File: src/rtl/ram_port_arbiter.sv
// ----------------------------------------------------------------------------
// ram_port_arbiter
//
// Shares one single-port synchronous RAM between the CPU-bus access path and
// the SPI diagnostics engine. Each requester issues one byte access at a time.
// The arbiter serialises them through a fixed four-state sequence
// (IDLE -> ACCESS -> CAPTURE -> ACK), drives the RAM control lines and returns
// read data. The CPU wins ties, but a saturating streak counter hands the RAM
// to diag after MAX_CPU_STREAK consecutive CPU wins. While halt is high the
// CPU is never granted, so diag owns the RAM.
//
// Handshake (both ports): the requester raises req with we/addr/wdata stable
// and holds them until it sees ack. ack is a one-cycle pulse in the ACK state;
// read data is valid in that cycle and held until the port's next read. After
// seeing ack the requester drops req or presents a new request; a req seen in
// IDLE after ACK is always treated as a new access.
//
// Ports:
//   fpga_clk, fpga_reset      clock, synchronous active-low reset
//   halt                      1 = CPU halted, CPU requests not granted
//   cpu_req/we/addr/wdata     CPU request            -> cpu_ack, cpu_rdata
//   diag_req/we/addr/wdata    diagnostics request    -> diag_ack, diag_rdata
//   ram_address/wdata/we/cs   RAM control (registered)
//   ram_rdata                 RAM read data, valid one cycle after address/cs
//   owner                     port of current/last grant (0 = CPU, 1 = diag)
//   busy                      1 in any state other than IDLE
//   dbg_state                 current FSM state encoding, for observation
// ----------------------------------------------------------------------------
module ram_port_arbiter #(
   parameter int ADDR_WIDTH     = 16,
   parameter int DATA_WIDTH     = 8,
   parameter int MAX_CPU_STREAK = 4
) (
   input  logic                  fpga_clk,
   input  logic                  fpga_reset,
   input  logic                  halt,
   input  logic                  cpu_req,
   input  logic                  cpu_we,
   input  logic [ADDR_WIDTH-1:0] cpu_addr,
   input  logic [DATA_WIDTH-1:0] cpu_wdata,
   output logic                  cpu_ack,
   output logic [DATA_WIDTH-1:0] cpu_rdata,
   input  logic                  diag_req,
   input  logic                  diag_we,
   input  logic [ADDR_WIDTH-1:0] diag_addr,
   input  logic [DATA_WIDTH-1:0] diag_wdata,
   output logic                  diag_ack,
   output logic [DATA_WIDTH-1:0] diag_rdata,
   output logic [ADDR_WIDTH-1:0] ram_address,
   output logic [DATA_WIDTH-1:0] ram_wdata,
   output logic                  ram_we,
   output logic                  ram_cs,
   input  logic [DATA_WIDTH-1:0] ram_rdata,
   output logic                  owner,
   output logic                  busy,
   output logic [1:0]            dbg_state
);

   typedef enum logic [1:0] {
      ST_IDLE    = 2'd0,
      ST_ACCESS  = 2'd1,
      ST_CAPTURE = 2'd2,
      ST_ACK     = 2'd3
   } state_t;

   localparam logic [3:0] STREAK_MAX = 4'(MAX_CPU_STREAK);

   state_t                state_q, state_d;
   logic                  cpu_ack_q, cpu_ack_d;
   logic                  diag_ack_q, diag_ack_d;
   logic [DATA_WIDTH-1:0] cpu_rdata_q, cpu_rdata_d;
   logic [DATA_WIDTH-1:0] diag_rdata_q, diag_rdata_d;
   logic [ADDR_WIDTH-1:0] ram_address_q, ram_address_d;
   logic [DATA_WIDTH-1:0] ram_wdata_q, ram_wdata_d;
   logic                  ram_we_q, ram_we_d;
   logic                  ram_cs_q, ram_cs_d;
   logic                  we_q, we_d;        // access direction, kept after ram_we drops
   logic                  owner_q, owner_d;
   logic                  busy_q, busy_d;
   logic [3:0]            streak_q, streak_d;

   logic cpu_eligible;
   logic grant_cpu;
   logic grant_diag;

   always_comb begin
      state_d       = state_q;
      cpu_ack_d     = 1'b0;
      diag_ack_d    = 1'b0;
      cpu_rdata_d   = cpu_rdata_q;
      diag_rdata_d  = diag_rdata_q;
      ram_address_d = ram_address_q;
      ram_wdata_d   = ram_wdata_q;
      ram_we_d      = ram_we_q;
      ram_cs_d      = ram_cs_q;
      we_d          = we_q;
      owner_d       = owner_q;
      busy_d        = busy_q;
      streak_d      = streak_q;
      cpu_eligible  = 1'b0;
      grant_cpu     = 1'b0;
      grant_diag    = 1'b0;

      case (state_q)
         ST_IDLE: begin
            cpu_eligible = cpu_req & ~halt;
            // CPU wins ties until it has taken MAX_CPU_STREAK grants in a row
            // while diag was waiting; then diag gets exactly one turn.
            grant_cpu  = cpu_eligible & ~(diag_req & (streak_q == STREAK_MAX));
            grant_diag = diag_req & ~grant_cpu;

            if (!diag_req) begin
               streak_d = 4'd0;
            end else if (grant_cpu) begin
               streak_d = (streak_q == STREAK_MAX) ? streak_q : streak_q + 4'd1;
            end else begin
               streak_d = 4'd0;
            end

            if (grant_cpu) begin
               ram_address_d = cpu_addr;
               ram_wdata_d   = cpu_wdata;
               ram_we_d      = cpu_we;
               we_d          = cpu_we;
               owner_d       = 1'b0;
            end else if (grant_diag) begin
               ram_address_d = diag_addr;
               ram_wdata_d   = diag_wdata;
               ram_we_d      = diag_we;
               we_d          = diag_we;
               owner_d       = 1'b1;
            end

            if (grant_cpu || grant_diag) begin
               ram_cs_d = 1'b1;
               busy_d   = 1'b1;
               state_d  = ST_ACCESS;
            end
         end

         ST_ACCESS: begin
            // Write strobe lasts exactly the ACCESS cycle; address and data
            // stay put through CAPTURE.
            ram_we_d = 1'b0;
            state_d  = ST_CAPTURE;
         end

         ST_CAPTURE: begin
            // RAM data for the address registered on entry to ACCESS is
            // valid now; capture it so it appears together with ack.
            ram_cs_d = 1'b0;
            if (!we_q) begin
               if (owner_q) begin
                  diag_rdata_d = ram_rdata;
               end else begin
                  cpu_rdata_d = ram_rdata;
               end
            end
            cpu_ack_d  = ~owner_q;
            diag_ack_d = owner_q;
            state_d    = ST_ACK;
         end

         ST_ACK: begin
            busy_d  = 1'b0;
            state_d = ST_IDLE;
         end

         default: begin
            state_d = ST_IDLE;
         end
      endcase
   end

   always_ff @(posedge fpga_clk) begin
      if (!fpga_reset) begin
         state_q       <= ST_IDLE;
         cpu_ack_q     <= 1'b0;
         diag_ack_q    <= 1'b0;
         cpu_rdata_q   <= '0;
         diag_rdata_q  <= '0;
         ram_address_q <= '0;
         ram_wdata_q   <= '0;
         ram_we_q      <= 1'b0;
         ram_cs_q      <= 1'b0;
         we_q          <= 1'b0;
         owner_q       <= 1'b0;
         busy_q        <= 1'b0;
         streak_q      <= 4'd0;
      end else begin
         state_q       <= state_d;
         cpu_ack_q     <= cpu_ack_d;
         diag_ack_q    <= diag_ack_d;
         cpu_rdata_q   <= cpu_rdata_d;
         diag_rdata_q  <= diag_rdata_d;
         ram_address_q <= ram_address_d;
         ram_wdata_q   <= ram_wdata_d;
         ram_we_q      <= ram_we_d;
         ram_cs_q      <= ram_cs_d;
         we_q          <= we_d;
         owner_q       <= owner_d;
         busy_q        <= busy_d;
         streak_q      <= streak_d;
      end
   end

   assign cpu_ack     = cpu_ack_q;
   assign diag_ack    = diag_ack_q;
   assign cpu_rdata   = cpu_rdata_q;
   assign diag_rdata  = diag_rdata_q;
   assign ram_address = ram_address_q;
   assign ram_wdata   = ram_wdata_q;
   assign ram_we      = ram_we_q;
   assign ram_cs      = ram_cs_q;
   assign owner       = owner_q;
   assign busy        = busy_q;
   assign dbg_state   = state_q;

endmodule
File: config.mk
export PLATFORM = sky130hd
export DESIGN_NAME = ram_port_arbiter
export DESIGN_NICKNAME = d
export VERILOG_FILES = /design/src/rtl/ram_port_arbiter.sv
export SDC_FILE = /design/constraint.sdc
export NUM_CORES = 1
export LEC_CHECK = 0
export CAP_MARGIN = 20
export CELL_PAD_IN_SITES_DETAIL_PLACEMENT = 1
export CELL_PAD_IN_SITES_GLOBAL_PLACEMENT = 1
export CORE_UTILIZATION = 31
export CTS_CLUSTER_SIZE = 28
export DETAILED_ROUTE_END_ITERATION = 7
export GPL_TIMING_DRIVEN = 1
export PLACE_DENSITY_LB_ADDON = 0.3
export SLEW_MARGIN = 20
export SYNTH_ARGS = -nofsm -noshare
export SYNTH_HDL_FRONTEND = slang
export SYNTH_SLANG_ARGS = --single-unit
File: constraint.sdc
create_clock -name fpga_clk -period 4.5 [get_ports fpga_clk]
set_clock_uncertainty 0.05 [all_clocks]
set_input_delay 0.9 -clock fpga_clk [delete_from_list [all_inputs] [get_ports fpga_clk]]
set_output_delay 0.9 -clock fpga_clk [all_outputs]
set_load 0.005 [all_outputs]
==> impl_metrics.xml <==
<?xml version="1.0" encoding="UTF-8"?>
<metrics>
  <group name="timing">
    <metric name="finalHoldViolations" unit="">0</metric>
    <metric name="relSlewSlack" unit="%">35.3</metric>
    <metric name="slew_viol_final" unit="">0</metric>
    <metric name="postLayoutSetupSlackWorst" unit="ps">1950</metric>
    <metric name="finalCritPeriodShare" unit="%">56.7</metric>
    <metric name="rsz_0062_raised_after_global_routing" unit="">no</metric>
    <metric name="totalNegativeSetupSlack" unit="ps">0</metric>
    <metric name="layout_min_cycle_time" unit="ps">2550</metric>
    <metric name="finalSetupViolCount" unit="">0</metric>
    <metric name="worst_slew_pin_slew" unit="ps">971</metric>
    <metric name="fmax" unit="GHz">0.392</metric>
    <metric name="worst_hold_slack" unit="ps">446</metric>
  </group>
  <group name="placement">
    <metric name="dp_slack" unit="ps">1580</metric>
    <metric name="io_port_bufs" unit="">110</metric>
    <metric name="post_dp_hpwl" unit="mm">4.96</metric>
    <metric name="gpl.final_weighted_congestion" unit="">0.744</metric>
  </group>
  <group name="clocking">
    <metric name="clock_insertion_delay_worst_skew" unit="ps">310</metric>
    <metric name="cts_made_buffers" unit="">5</metric>
    <metric name="clock_sinks" unit="">53</metric>
    <metric name="clock_tree.buffer_depth" unit="">2</metric>
    <metric name="clk_tree_root_cell" unit="">clkbuf_8</metric>
    <metric name="clkSlewWorstSetupHoldPaths" unit="ps">90</metric>
    <metric name="post_cts.repair.setup_buffers" unit="">0</metric>
    <metric name="cts_tree" unit="">done</metric>
    <metric name="cts_resized" unit="">0</metric>
    <metric name="hold_fix_buffer_count_after_cts" unit="">0</metric>
    <metric name="clock_tree.htree_level_count" unit="">2</metric>
  </group>
  <group name="drt">
    <metric name="m1WireLength" unit="mm">3.04</metric>
    <metric name="ratio_of_routed_vias_to_standard_cells" unit="">4.80</metric>
    <metric name="max_used_layer" unit="">met4</metric>
    <metric name="drcViolationCount" unit="">0</metric>
    <metric name="ant_nets" unit="">0</metric>
    <metric name="first_iter_violations" unit="">62</metric>
    <metric name="drt-total-wl" unit="mm">7.01</metric>
    <metric name="num_vias" unit="">2193</metric>
    <metric name="met2WireLength" unit="mm">3.55</metric>
    <metric name="met3_wirelength" unit="microns">290</metric>
    <metric name="drtPass1Iterations" unit="">4</metric>
    <metric name="detail_route.wl_per_cell" unit="microns">15.3</metric>
  </group>
  <group name="finish">
    <metric name="drive_above_1_share" unit="%">4.16</metric>
    <metric name="area_delta_synth_final" unit="%">55.4</metric>
    <metric name="nets" unit="">430</metric>
    <metric name="num_antenna_cells" unit="">0</metric>
    <metric name="final_core_util" unit="%">50.9</metric>
  </group>
  <group name="logic_synthesis">
    <metric name="ys_seq_elements" unit="">53</metric>
    <metric name="ys_top_cells_by_area" unit="">dfxtp_1, nand2_1, mux2i_1</metric>
    <metric name="post_synth_most_frequent_cells" unit="">dfxtp_1, nand2_1, o21ai_0</metric>
    <metric name="post-synth-top-area-fraction" unit="%">46.9</metric>
    <metric name="yosys_synthesis_warning_count" unit="">0</metric>
    <metric name="synth_largest_area_cell" unit="">dfxtp_1</metric>
    <metric name="synth_area_per_cell" unit="sq um">8.66</metric>
    <metric name="syn-cell-area" unit="sq um">2260</metric>
    <metric name="postSynth.topFlopCell" unit="">dfxtp_1</metric>
    <metric name="synth_most_common_cell" unit="">dfxtp_1</metric>
    <metric name="count_of_flip_flops_with_a_built_in_enable_after_synthesis" unit="">0</metric>
    <metric name="synth.yosys.seq_area_share" unit="%">46.9</metric>
    <metric name="asyncSetResetFlopFracSynth" unit="%">0</metric>
    <metric name="postSynthCellCount" unit="">261</metric>
    <metric name="synth.net_count" unit="">331</metric>
    <metric name="synth.lib_cells_used.distinct" unit="">34</metric>
  </group>
  <group name="floorplan">
    <metric name="die_height" unit="microns">87.4</metric>
    <metric name="coreArea" unit="sq um">6910</metric>
    <metric name="die-area" unit="sq um">7640</metric>
    <metric name="initial_utilization" unit="%">32.7</metric>
    <metric name="num_io_pins" unit="">111</metric>
    <metric name="rows" unit="">30</metric>
    <metric name="width_of_the_die" unit="microns">87.4</metric>
  </group>
  <group name="worst_setup_path">
    <metric name="critical-path-slowest-cell" unit="">and2_1</metric>
    <metric name="cp-start-kind" unit="">primary input</metric>
    <metric name="worst_setup_path_end_kind" unit="">flip-flop</metric>
    <metric name="timing.setup.critical_path_class" unit="">primary input to flip-flop</metric>
    <metric name="cp.arrival" unit="ps">2740</metric>
    <metric name="crit_buf_inv" unit="">1</metric>
    <metric name="crit_fanout" unit="">25</metric>
    <metric name="critical_path.top_delay_family" unit="">simple AND/OR/NAND/NOR gates</metric>
    <metric name="cp_data_required_time" unit="ps">4690</metric>
    <metric name="cpPeakStageDelay" unit="ps">780</metric>
    <metric name="crit_path_cell_trace" unit="">clkdlybuf4s50_1, nor2b_4, and2_1, nand2_1, a31oi_1</metric>
  </group>
  <group name="pwr">
    <metric name="p_leak" unit="nW">1.39</metric>
    <metric name="max-vdd-ir-drop" unit="mV">0.280</metric>
    <metric name="post-layout-total-power" unit="mW">1.56</metric>
    <metric name="power_per_cell_area" unit="nW/um^2">444</metric>
  </group>
  <group name="job">
    <metric name="timing.max_cap.violations" unit="">0</metric>
  </group>
  <group name="grt">
    <metric name="grt_first_pass_wirelength" unit="mm">11.2</metric>
    <metric name="grt_usage" unit="%">18.8</metric>
    <metric name="overflow" unit="">0</metric>
    <metric name="first_global_vias" unit="">2256</metric>
    <metric name="initial_antenna_violation_count" unit="">0</metric>
    <metric name="maximum_number_of_pins_on_one_net_before_global_route_repair" unit="">53</metric>
  </group>
  <group name="run_status">
    <metric name="outcome" unit="">completed</metric>
  </group>
  <group name="worst_hold_path">
    <metric name="worst_hold_path_type" unit="">flip-flop to flip-flop</metric>
  </group>
</metrics>
## state kept, by name, indices dropped and copies added, names as in the netlist
name,flops
busy,1
cpu_ack,1
cpu_rdata,8
dbg_state,2
diag_ack,1
diag_rdata,8
owner,1
ram_address,16
ram_cs,1
ram_wdata,8
ram_we,1
streak_q,4
we_q,1
## metrics by stage
stage                     instances  cell area, sq um
after floorplan                 261              2260
after global placement          449              3400
after detailed placement        449              3400
after CTS                       457              3510
after global routing            457              3510
final                           457              3510
## logic make-up (layout without fill, tap and decap cells)
family / Yosys count / count (layout) / share of synthesized area, %
AO/OA/AOI/OAI: 63 / 63 / 17.0
adder cells (fa/ha/maj): 7 / 7 / 3.87
buffers and inverters: 25 / 125 / 5.48
flip-flops: 53 / 53 / 46.9
multiplexers: 18 / 18 / 8.02
AND/OR/NAND/NOR: 95 / 95 / 18.7
## layer usage
metal / global-route usage, % / up-vias
met3: 3.89 / 10
li1: - / 1089
met5: 0 / -
met2: 34.7 / 61
met1: 21.7 / 1033
met4: 5.81 / 0
## placed cells by master (no fill, tap or decap), types with 4 or more instances in the layout
cell and n:
nand2_1 50, a31oi_1 25, inv_1 4, o21ai_0 26, clkbuf_8 6, nor2_1 25, ha_1 7, nand2b_1 4
clkdlybuf4s50_1 110, dfxtp_1 53, mux2i_1 17
## power by group
part / switching, mW / internal [mW] / leakage, nW
clock: 0.157 / 0.182 / 0.0585
combinational: 0.254 / 0.327 / 0.894
sequential: 0.0643 / 0.575 / 0.435
## worst register-to-register path, cell delays in order (launching register included)
cell      delay [ps]
dfxtp_1          400
inv_1             90
ha_1             220
nand4b_1         130
and2_1           780
nand2_1          170
a31oi_1          200
## final cells by class
cell class | count | area, sq um
tap | 96 | 120
sequential | 53 | 1060
clock inverter | 1 | 30.0
fill | 828 | 3390
multi-input combinational | 183 | 1080
inverter | 5 | 18.8
timing repair buffer | 112 | 1120
clock buffer | 7 | 86.3
## final timing paths
| path | start | endpoint | cells after the start | slack (ps) |
|---|---|---|---|---|
| worst max register to register | streak_q[0] | ram_wdata[6] | 6 | 2390 |
| worst min-delay path | cpu_rdata[5] | cpu_rdata[5] | 2 | 450 |
| worst min register to register | cpu_rdata[5] | cpu_rdata[5] | 2 | 450 |
| worst max-delay path | cpu_req | ram_wdata[6] | 5 | 1950 |
Power figures use the tool's default switching activity.
